<file path="src/rtl/serial_byte_packer.sv">
// Serial-to-parallel frame assembler with optional even parity and a single-entry
// valid/ready output slot; flags dropped bytes (overrun) and discarded partial frames.
module serial_byte_packer #(
  parameter int unsigned WIDTH     = 8,
  parameter bit          PARITY_EN = 1'b1
) (
  input  logic             clk,
  input  logic             reset_n,
  input  logic             sin_valid,
  input  logic             sin_data,
  input  logic             sin_start,
  output logic [WIDTH-1:0] out_data,
  output logic             out_valid,
  input  logic             out_ready,
  output logic             out_perr,
  output logic             overrun,
  output logic             frame_abort
);

  localparam int unsigned CW = $clog2(WIDTH + 1);

  typedef enum logic [1:0] {
    IDLE  = 2'd0,
    SHIFT = 2'd1,
    PAR   = 2'd2
  } state_t;

  state_t           state_q, state_d;
  logic [CW-1:0]    cnt_q, cnt_d;
  logic [WIDTH-1:0] shreg_q, shreg_d;
  logic [WIDTH-1:0] shifted_c;
  logic [WIDTH-1:0] byte_c;
  logic             done_c, abort_c, perr_c;

  logic [WIDTH-1:0] out_data_d;
  logic             out_valid_d, out_perr_d, overrun_d, frame_abort_d;

  assign shifted_c = {shreg_q[WIDTH-2:0], sin_data};

  // Frame state, bit counter and shift register
  always_ff @(posedge clk or negedge reset_n) begin
    if (!reset_n) begin
      state_q <= IDLE;
      cnt_q   <= '0;
      shreg_q <= '0;
    end else begin
      state_q <= state_d;
      cnt_q   <= cnt_d;
      shreg_q <= shreg_d;
    end
  end

  // Next-state: a start bit always opens a new frame, taking priority over completion
  always_comb begin
    state_d = state_q;
    cnt_d   = cnt_q;
    shreg_d = shreg_q;
    byte_c  = shreg_q;
    done_c  = 1'b0;
    abort_c = 1'b0;
    perr_c  = 1'b0;
    if (sin_valid) begin
      if (sin_start) begin
        abort_c = (state_q == SHIFT) || (state_q == PAR);
        shreg_d = WIDTH'(sin_data);
        cnt_d   = CW'(1);
        state_d = SHIFT;
      end else begin
        case (state_q)
          SHIFT: begin
            shreg_d = shifted_c;
            if (cnt_q == CW'(WIDTH - 1)) begin
              if (PARITY_EN) begin
                cnt_d   = CW'(WIDTH);
                state_d = PAR;
              end else begin
                done_c  = 1'b1;
                byte_c  = shifted_c;
                cnt_d   = '0;
                state_d = IDLE;
              end
            end else begin
              cnt_d = cnt_q + CW'(1);
            end
          end
          PAR: begin
            done_c  = 1'b1;
            byte_c  = shreg_q;
            perr_c  = ^{shreg_q, sin_data};
            cnt_d   = '0;
            state_d = IDLE;
          end
          default: state_d = IDLE;
        endcase
      end
    end
  end

  // Slot update: load when free, otherwise drop the byte and flag overrun
  always_comb begin
    out_data_d    = out_data;
    out_valid_d   = out_valid;
    out_perr_d    = out_perr;
    overrun_d     = 1'b0;
    frame_abort_d = abort_c;
    if (done_c) begin
      if (!out_valid || out_ready) begin
        out_data_d  = byte_c;
        out_perr_d  = perr_c;
        out_valid_d = 1'b1;
      end else begin
        overrun_d = 1'b1;
      end
    end else if (out_valid && out_ready) begin
      out_valid_d = 1'b0;
    end
  end

  // Registered outputs
  always_ff @(posedge clk or negedge reset_n) begin
    if (!reset_n) begin
      out_data    <= '0;
      out_valid   <= 1'b0;
      out_perr    <= 1'b0;
      overrun     <= 1'b0;
      frame_abort <= 1'b0;
    end else begin
      out_data    <= out_data_d;
      out_valid   <= out_valid_d;
      out_perr    <= out_perr_d;
      overrun     <= overrun_d;
      frame_abort <= frame_abort_d;
    end
  end

endmodule

</file>
<file path="config.mk">
export PLATFORM = sky130hd
export DESIGN_NAME = serial_byte_packer
export DESIGN_NICKNAME = d
export VERILOG_FILES = /design/src/rtl/serial_byte_packer.sv
export SDC_FILE = /design/constraint.sdc
export NUM_CORES = 1
export LEC_CHECK = 0
export ABC_AREA = 0
export CAP_MARGIN = 10
export CORE_ASPECT_RATIO = 0.8
export CORE_MARGIN = 4
export CORE_UTILIZATION = 52
export CTS_CLUSTER_DIAMETER = 30
export DETAILED_ROUTE_END_ITERATION = 8
export GPL_TIMING_DRIVEN = 0
export MAX_ROUTING_LAYER = met4
export PLACE_DENSITY = 0.77
export REMOVE_ABC_BUFFERS = 1
export SLEW_MARGIN = 20
export SYNTH_ARGS = -nofsm -noshare
export SYNTH_HDL_FRONTEND = slang
export SYNTH_SLANG_ARGS = --single-unit
</file>
<file path="constraint.sdc">
create_clock -name clk -period 1.95 [get_ports clk]
set_clock_uncertainty 0.05 [all_clocks]
set_input_delay 0.585 -clock clk [delete_from_list [all_inputs] [get_ports clk]]
set_output_delay 0.585 -clock clk [all_outputs]
set_load 0.1 [all_outputs]
</file>
* After elaboration in Yosys (flattened, before gate mapping)
Index checks and enable logic that the tools add are counted.
Word-level totals: register bits 26, input port bits 6, output and inout port bits 12, logic and storage cells 48
Operators by class: add/sub/neg operators 1, equal/unequal tests 5, mux-type cells 21, reduce and logical (&&, ||, !) cells 13
Operators with widths (count):
- $mux 8 | 2
- $mux 1 | 13
- $reduce_and 2->1 | 5
- $reduce_xor 9->1 | 1
- $mux 4 | 2
- $pmux 4 s2 | 1
- $mux 2 | 3
- $add 4x1->4 const B | 1
- $eq 4x3->1 const B | 1
- $reduce_bool 2->1 | 2
- $ne 3x2->1 const B | 1
- $reduce_bool 3->1 | 1
- $eq 2x1->1 const B | 1
- $eq 2x2->1 const B | 1
- $logic_or 1x1->1 | 2
- $ne 2x1->1 const B | 1
- $logic_and 1x1->1 | 1
- $logic_not 1->1 | 1

* Logic depth before layout (Yosys ltp)
Gate-level depths: netlist of the first run.
word-level depth 6, depth in mapped cells 6, depth with buffers taken out 6

* Least setup slack after synthesis of the first run
No wires, ideal clock.
path kind register to register, from register out_valid, to register out_perr, setup time 126 ps, data arrival time 1690 ps, required time 1774 ps, slack 84 ps, cell stages (with the launch flop) 5, path buffers 1, clock period less this slack 1866 ps, cell sequence dfrtp_1 -> nand2b_1 -> nor2b_1 -> buf_2 -> mux2_4
Between the ends: word-level cells in the longest chain between the ends 3
RTL lines:
- start: declaration | line 13 | output logic out_valid,
- start signal: assignment | line 129 | out_valid <= out_valid_d;
- $logic_not 1->1 | line 107 | if (!out_valid || out_ready) begin
- $logic_or 1x1->1 | line 107
- $reduce_and 2->1 (no line)
- end signal: assignment | line 130 | out_perr <= out_perr_d;
- end: declaration | line 15 | output logic out_perr,
No other way between the ends. A chain may end at the register's enable or synchronous reset.

* Worst setup path after layout of the first run
from register out_data[4], to output out_data[4]
RTL lines:
- start: declaration | line 12 | output logic [WIDTH-1:0] out_data,
- start signal: assignment | line 128 | out_data <= out_data_d;
No word-level cell between the ends.

==> flow_summary.ini, run 1 <==
[power_and_ir_drop]
p_leak_nw = 0.647
p_int_uw = 939
p_sw_share_pct = 40.6
power.density_mw_per_mm2 = 1090
clkPwrFrac_pct = 13.8
p_seq_share_pct = 45.9
total_power_mw = 1.58
p_sw_uw = 641
combPwrFrac_pct = 40.3
vdd_drop_max_mv = 0.578

[synth]
yosys_warnings = 0
syn_inst = 111
ys_ff_latch = 26
yosysSeqAreaShare_pct = 52.7
synth_area_mm2 = 0.00123
ys_types = 29
avgSynthCellArea_um2 = 11.1

[grt]
antenna_found_initial = 0
grt_first_pass_wirelength_mm = 3.95
grt_max_degree = 27
grt_pass1_vias = 832
grt_use_total_pct = 16.2
overflow = 0

[cts]
cts.path.max_buffers = 2
worstSkewPairLatency_ps = 320
post_cts_buffers = 0
cts_root_buf = clkbuf_4
clock_sinks = 26
htree_levels = 1
cts_made_buffers = 3
ctsHoldBuffers = 0
path_clk_slew_ps = 120
cts_tree = done
cts.repair.resized = 41

[critical_path]
crit_type = flop to output pin
cp_cell_sequence = clkdlybuf4s15_2
slowest_stage = clkdlybuf4s15_2
critPathTopFamily = buffers and inverters
cp-end-kind = output pin
start_kind = flop
critPathMaxFanout = 2
worst_ep_required_time_ps = 1310
path_buf_inv = 1
crit_path_max_incr_delay_ps = 560
worstPathArrival_ps = 1250

[floorplan]
die_y_um = 51.6
std_cell_rows = 15
coreArea_mm2 = 0.00221
die_area_mm2 = 0.00322
io_pins = 18
floorplan.initialDensity_pct = 55.8
die_w_um = 62.5

[routing]
dr_total_vias = 862
vias_per_cell = 5.71
final_antenna_net_count = 0
dr.pass1.iters = 4
drcViolationCount = 0
drt-initial-drc-count = 23
wl_per_cell_um = 14.9
postRouteWirelength_mm = 2.24

[final_layout]
layout-drive-gt1-share_pct = 23.0
nNetsFinal = 137
area_growth_pct = 17.2
stdcell_count = 151
antenna_cells = 0
finalCoreUtilization_pct = 65.4

[sta]
period_share_pct = 96.6
worst_pin_slew_ps = 569
hold_viol_final = 0
slew_headroom_pct = 62.1
final-setup-viol-count = 0
layout_min_cycle_time_ps = 1880
slew_viol_final = 0
max_freq_mhz = 531
rsz0062_at_grt = false

[placement]
dp_hpwl_mm = 1.61
dp.cells = 148
portBuffers = 17
gp_congestion = 0.785

[hold_path]
min_path_type = input port to asynchronous set/reset pin

[job]
cap_viol_max_count = 0

[status]
status = completed
-- flip-flops by register name, summed over array words and instances (netlist names) --
name and flops:
state_q 2, out_data 8, frame_abort 1, overrun 1, out_perr 1, shreg_q 8, cnt_q 4, out_valid 1
-- routing by layer --
metal,vias to the layer above,share of wire [%],routed length (um),global-route usage [%]
li1,416,-,-,-
met1,423,46,1020,20.4
met2,18,49,1100,25.5
met3,5,4.4,98,4.54
met4,0,1.2,27,5.49
met5,-,0,0,-
-- layout by cell type (no fill, tap or decap), types with 2 or more instances in the layout --
cell / n
a21oi_1: 6
inv_1: 11
xnor2_1: 5
nor2_1: 5
nor3_1: 3
mux2_2: 9
a22oi_1: 7
o22ai_1: 7
dfrtp_1: 26
o21ai_0: 2
clkdlybuf4s15_2: 11
clkdlybuf4s50_1: 2
ha_1: 3
nand2b_1: 2
nand2_1: 6
clkbuf_4: 3
-- kinds of logic after synthesis --
family / count (synthesis) / synth area share, %
AO/OA/AOI/OAI: 26 / 13.8
flip-flops: 26 / 52.7
AND/OR/NAND/NOR: 22 / 9.02
buffers and inverters: 17 / 5.37
multiplexers: 10 / 9.42
XOR/XNOR: 7 / 6.69
adder cells (fa/ha/maj): 3 / 3.04
-- metrics by stage --
stage	hold slack, ps	TNS [ps]	area [um2]	setup WS (ps)
3_3_place_gp	439	-13900	1420	-950
2_1_floorplan	239	-859	1210	-101
4_1_cts	199	0	1450	24.2
3_5_place_dp	448	-13280	1410	-989
6_report	193	0	1450	66.4
5_1_grt	215	0	1450	9.50
-- power groups by stage --
stage	logic, mW	registers, mW	clock network [mW]
2_1_floorplan	0.325	0.900	0
3_3_place_gp	0.633	0.727	0
3_5_place_dp	0.649	0.734	0
4_1_cts	0.641	0.724	0.230
5_1_grt	0.687	0.740	0.249
6_report	0.637	0.725	0.217
-- cell type report --
type	instances	area (um2)
fill	180	767
sequential	26	651
multi-input combinational	68	526
timing repair buffer	17	173
inverter	12	45.0
tap	25	31.3
clock buffer	3	22.5
-- path summary, 6_finish.rpt --
check / start / end / slack (ps) / cells after the start
min: reset_n / state_q[1] / 190 / 1
max in group asynchronous: reset_n / shreg_q[4] / 1280 / 1
max: out_data[4] / out_data[4] / 70 / 1
min reg2reg: out_data[2] / out_data[2] / 480 / 1
min in group clk: out_data[2] / out_data[2] / 480 / 1
max reg2reg: state_q[0] / out_data[3] / 200 / 5
-- cell usage after synthesis (all sizes together) --
| cell type | n | share of area, % |
|---|---|---|
| ha | 3 | 3.0 |
| o31ai | 1 | 0.61 |
| a22oi | 7 | 4.3 |
| o221ai | 1 | 0.71 |
| o22ai | 7 | 3.5 |
| nor3b | 1 | 0.61 |
| nand3b | 1 | 0.61 |
| xnor3 | 1 | 1.8 |
| nand4 | 1 | 0.51 |
| a21oi | 6 | 2.4 |
| nor3 | 3 | 1.2 |
| nor2b | 1 | 0.51 |
| nand2b | 2 | 1.0 |
| clkbuf | 3 | 0.91 |
| nor2 | 5 | 1.5 |
| mux2 | 10 | 9.4 |
| clkinv | 1 | 0.30 |
| nand2 | 6 | 1.8 |
| dfrtp | 26 | 53 |
| buf | 2 | 0.81 |
| and2 | 1 | 0.51 |
| o32ai | 1 | 0.71 |
| o21ai | 2 | 0.81 |
| a22o | 1 | 0.71 |
| and3b | 1 | 0.71 |
| xnor2 | 6 | 4.9 |
| inv | 11 | 3.3 |
No activity file was read; power rests on OpenSTA's default activity.
==> inputs of run 2 (changes only) <==
- CORE_UTILIZATION: 52 -> 30
- DONT_BUFFER_PORTS: unset -> 1
- PLACE_DENSITY: 0.77 -> unset
==> run 2 against run 1 <==
Against the previous run: clock power up 59%; sequential share of layout area up 2.8 points; critical path depth down 1; total power up 4.7%; hold slack worse by 130 ps; worst setup slack better by 28 ps; utilization down 30 points; count of clock-buffer cells in the layout up 1.
==> flow_summary.ini, run 2 (same netlist as run 1, synthesis figures left out) <==
[final_layout]
stdcell_count = 166
layout-drive-gt1-share_pct = 16.2
reg.largest.list = out_data: 8 flops, shreg_q: 8 flops, cnt_q: 4 flops
regArea_um2 = 652
area_growth_pct = 10.6
layout_common_cells = dfrtp_1 (25), inv_1 (11), mux2_2 (9)
final_common_cell = dfrtp_1
antenna_cells = 0
fillers = 383
multi_input_area_um2 = 526
finalCoreUtilization_pct = 35.2
nNetsFinal = 121

[cts]
post_cts_buffers = 0
cts_root_buf = clkbuf_8
clock_sinks = 26
htree_levels = 1
cts.path.max_buffers = 2
cts_made_buffers = 3
cts_tree = done
path_clk_slew_ps = 90
worstSkewPairLatency_ps = 270

[floorplan]
die_w_um = 79.7
std_cell_rows = 20
coreArea_mm2 = 0.00388
die_area_mm2 = 0.00521
floorplan.initialDensity_pct = 31.8
die_y_um = 65.4
io_pins = 18

[placement]
gp_congestion = 0.782
dp.cells = 161
portBuffers = 0
dp_hpwl_mm = 1.65
pre_cts_ws_ps = -371

[power_and_ir_drop]
p_leak_nw = 0.603
vdd_drop_max_mv = 0.394
power.density_mw_per_mm2 = 1210

[sta]
final-setup-viol-count = 0
hold_viol_final = 0
worst_pin_slew_ps = 912
rsz0062_at_grt = false
layout_min_cycle_time_ps = 1860
setup_slack_ps = 94.8
slew_headroom_pct = 39.2
max_freq_mhz = 539
slew_viol_final = 0
period_share_pct = 95.1

[critical_path]
start_kind = flop
crit_type = flop to output pin
r2r_cells = 5
worst_ep_required_time_ps = 1310
reg2reg_slack_ps = 160
r2r_start = state_q[0]
worstPathArrival_ps = 1220
r2r_end = out_data[7]
cp-end-kind = output pin
critPathMaxFanout = 2

[job]
cap_viol_max_count = 0

[routing]
dr_total_vias = 823
final_antenna_net_count = 0
postRouteWirelength_mm = 2.35
vias_per_cell = 4.96
drt-initial-drc-count = 75
drcViolationCount = 0
wl_per_cell_um = 14.1
dr.pass1.iters = 4

[grt]
overflow = 0
grt_first_pass_wirelength_mm = 3.95
grt_use_total_pct = 10.0
grt_max_degree = 27
antenna_found_initial = 0
grt_pass1_vias = 837

[hold_path]
min_path_type = input port to asynchronous set/reset pin

[status]
status = completed
-- run 2: cell types whose count changed in the layout (fill, tap and decap cells not counted), moves of 2 or more --
cell | before | now
clkbuf_4 | 3 | 0
clkbuf_8 | 0 | 4
clkdlybuf4s15_2 | 11 | 0
clkdlybuf4s50_1 | 2 | 0
-- run 2: cell type report --
type	instances	share of cell area [%]
inverter	12	3.30
timing repair buffer	1	1.47
sequential	26	47.7
clock buffer	4	4.03
multi-input combinational	68	38.5
tap	55	5.04
-- run 2: report_power, final --
part	leakage (nW)	switching [mW]	internal (mW)
Clock	0.0288	0.165	0.180
Combinational	0.225	0.190	0.201
Sequential	0.349	0.292	0.626
Total	0.603	0.648	1.01
-- run 2: timing repair --
action / 4_1_cts / 5_1_grt
setup endpoints to repair: 9 / 9
gates resized for setup: 2 / 1
endpoints found under the hold margin: 26 / 0
hold buffers: 1 / 0
-- run 2: how the worst max path moves through the flow --
stage             endpoint   startpoint  cells after the start  slack, ps
2_1_floorplan  out_data[0]    out_valid                      3       -100
4_1_cts        out_data[7]   state_q[0]                      5         20
6_report       out_data[5]  out_data[5]                      0         90
3_3_place_gp   out_data[2]    out_valid                      3       -340
5_1_grt        out_data[3]  out_data[3]                      0         60
3_5_place_dp   out_data[7]    out_valid                      3       -370
-- run 2: through the flow --
stage / area [um2] / setup TNS (ps) / hold slack [ps] / power (mW)
6_report: 1370 / 0 / 64.5 / 1.65
2_1_floorplan: 1210 / -859 / 239 / 1.22
4_1_cts: 1360 / 0 / 66.3 / 1.67
3_5_place_dp: 1280 / -3220 / 240 / 1.31
5_1_grt: 1370 / 0 / 63.3 / 1.76
3_3_place_gp: 1280 / -2940 / 240 / 1.29
-- run 2: per-layer routing --
metal	GRT usage, %	routed length [um]
met5	-	0
met4	1.27	8
met3	4.38	212
met2	15.5	1040
met1	12.6	1090
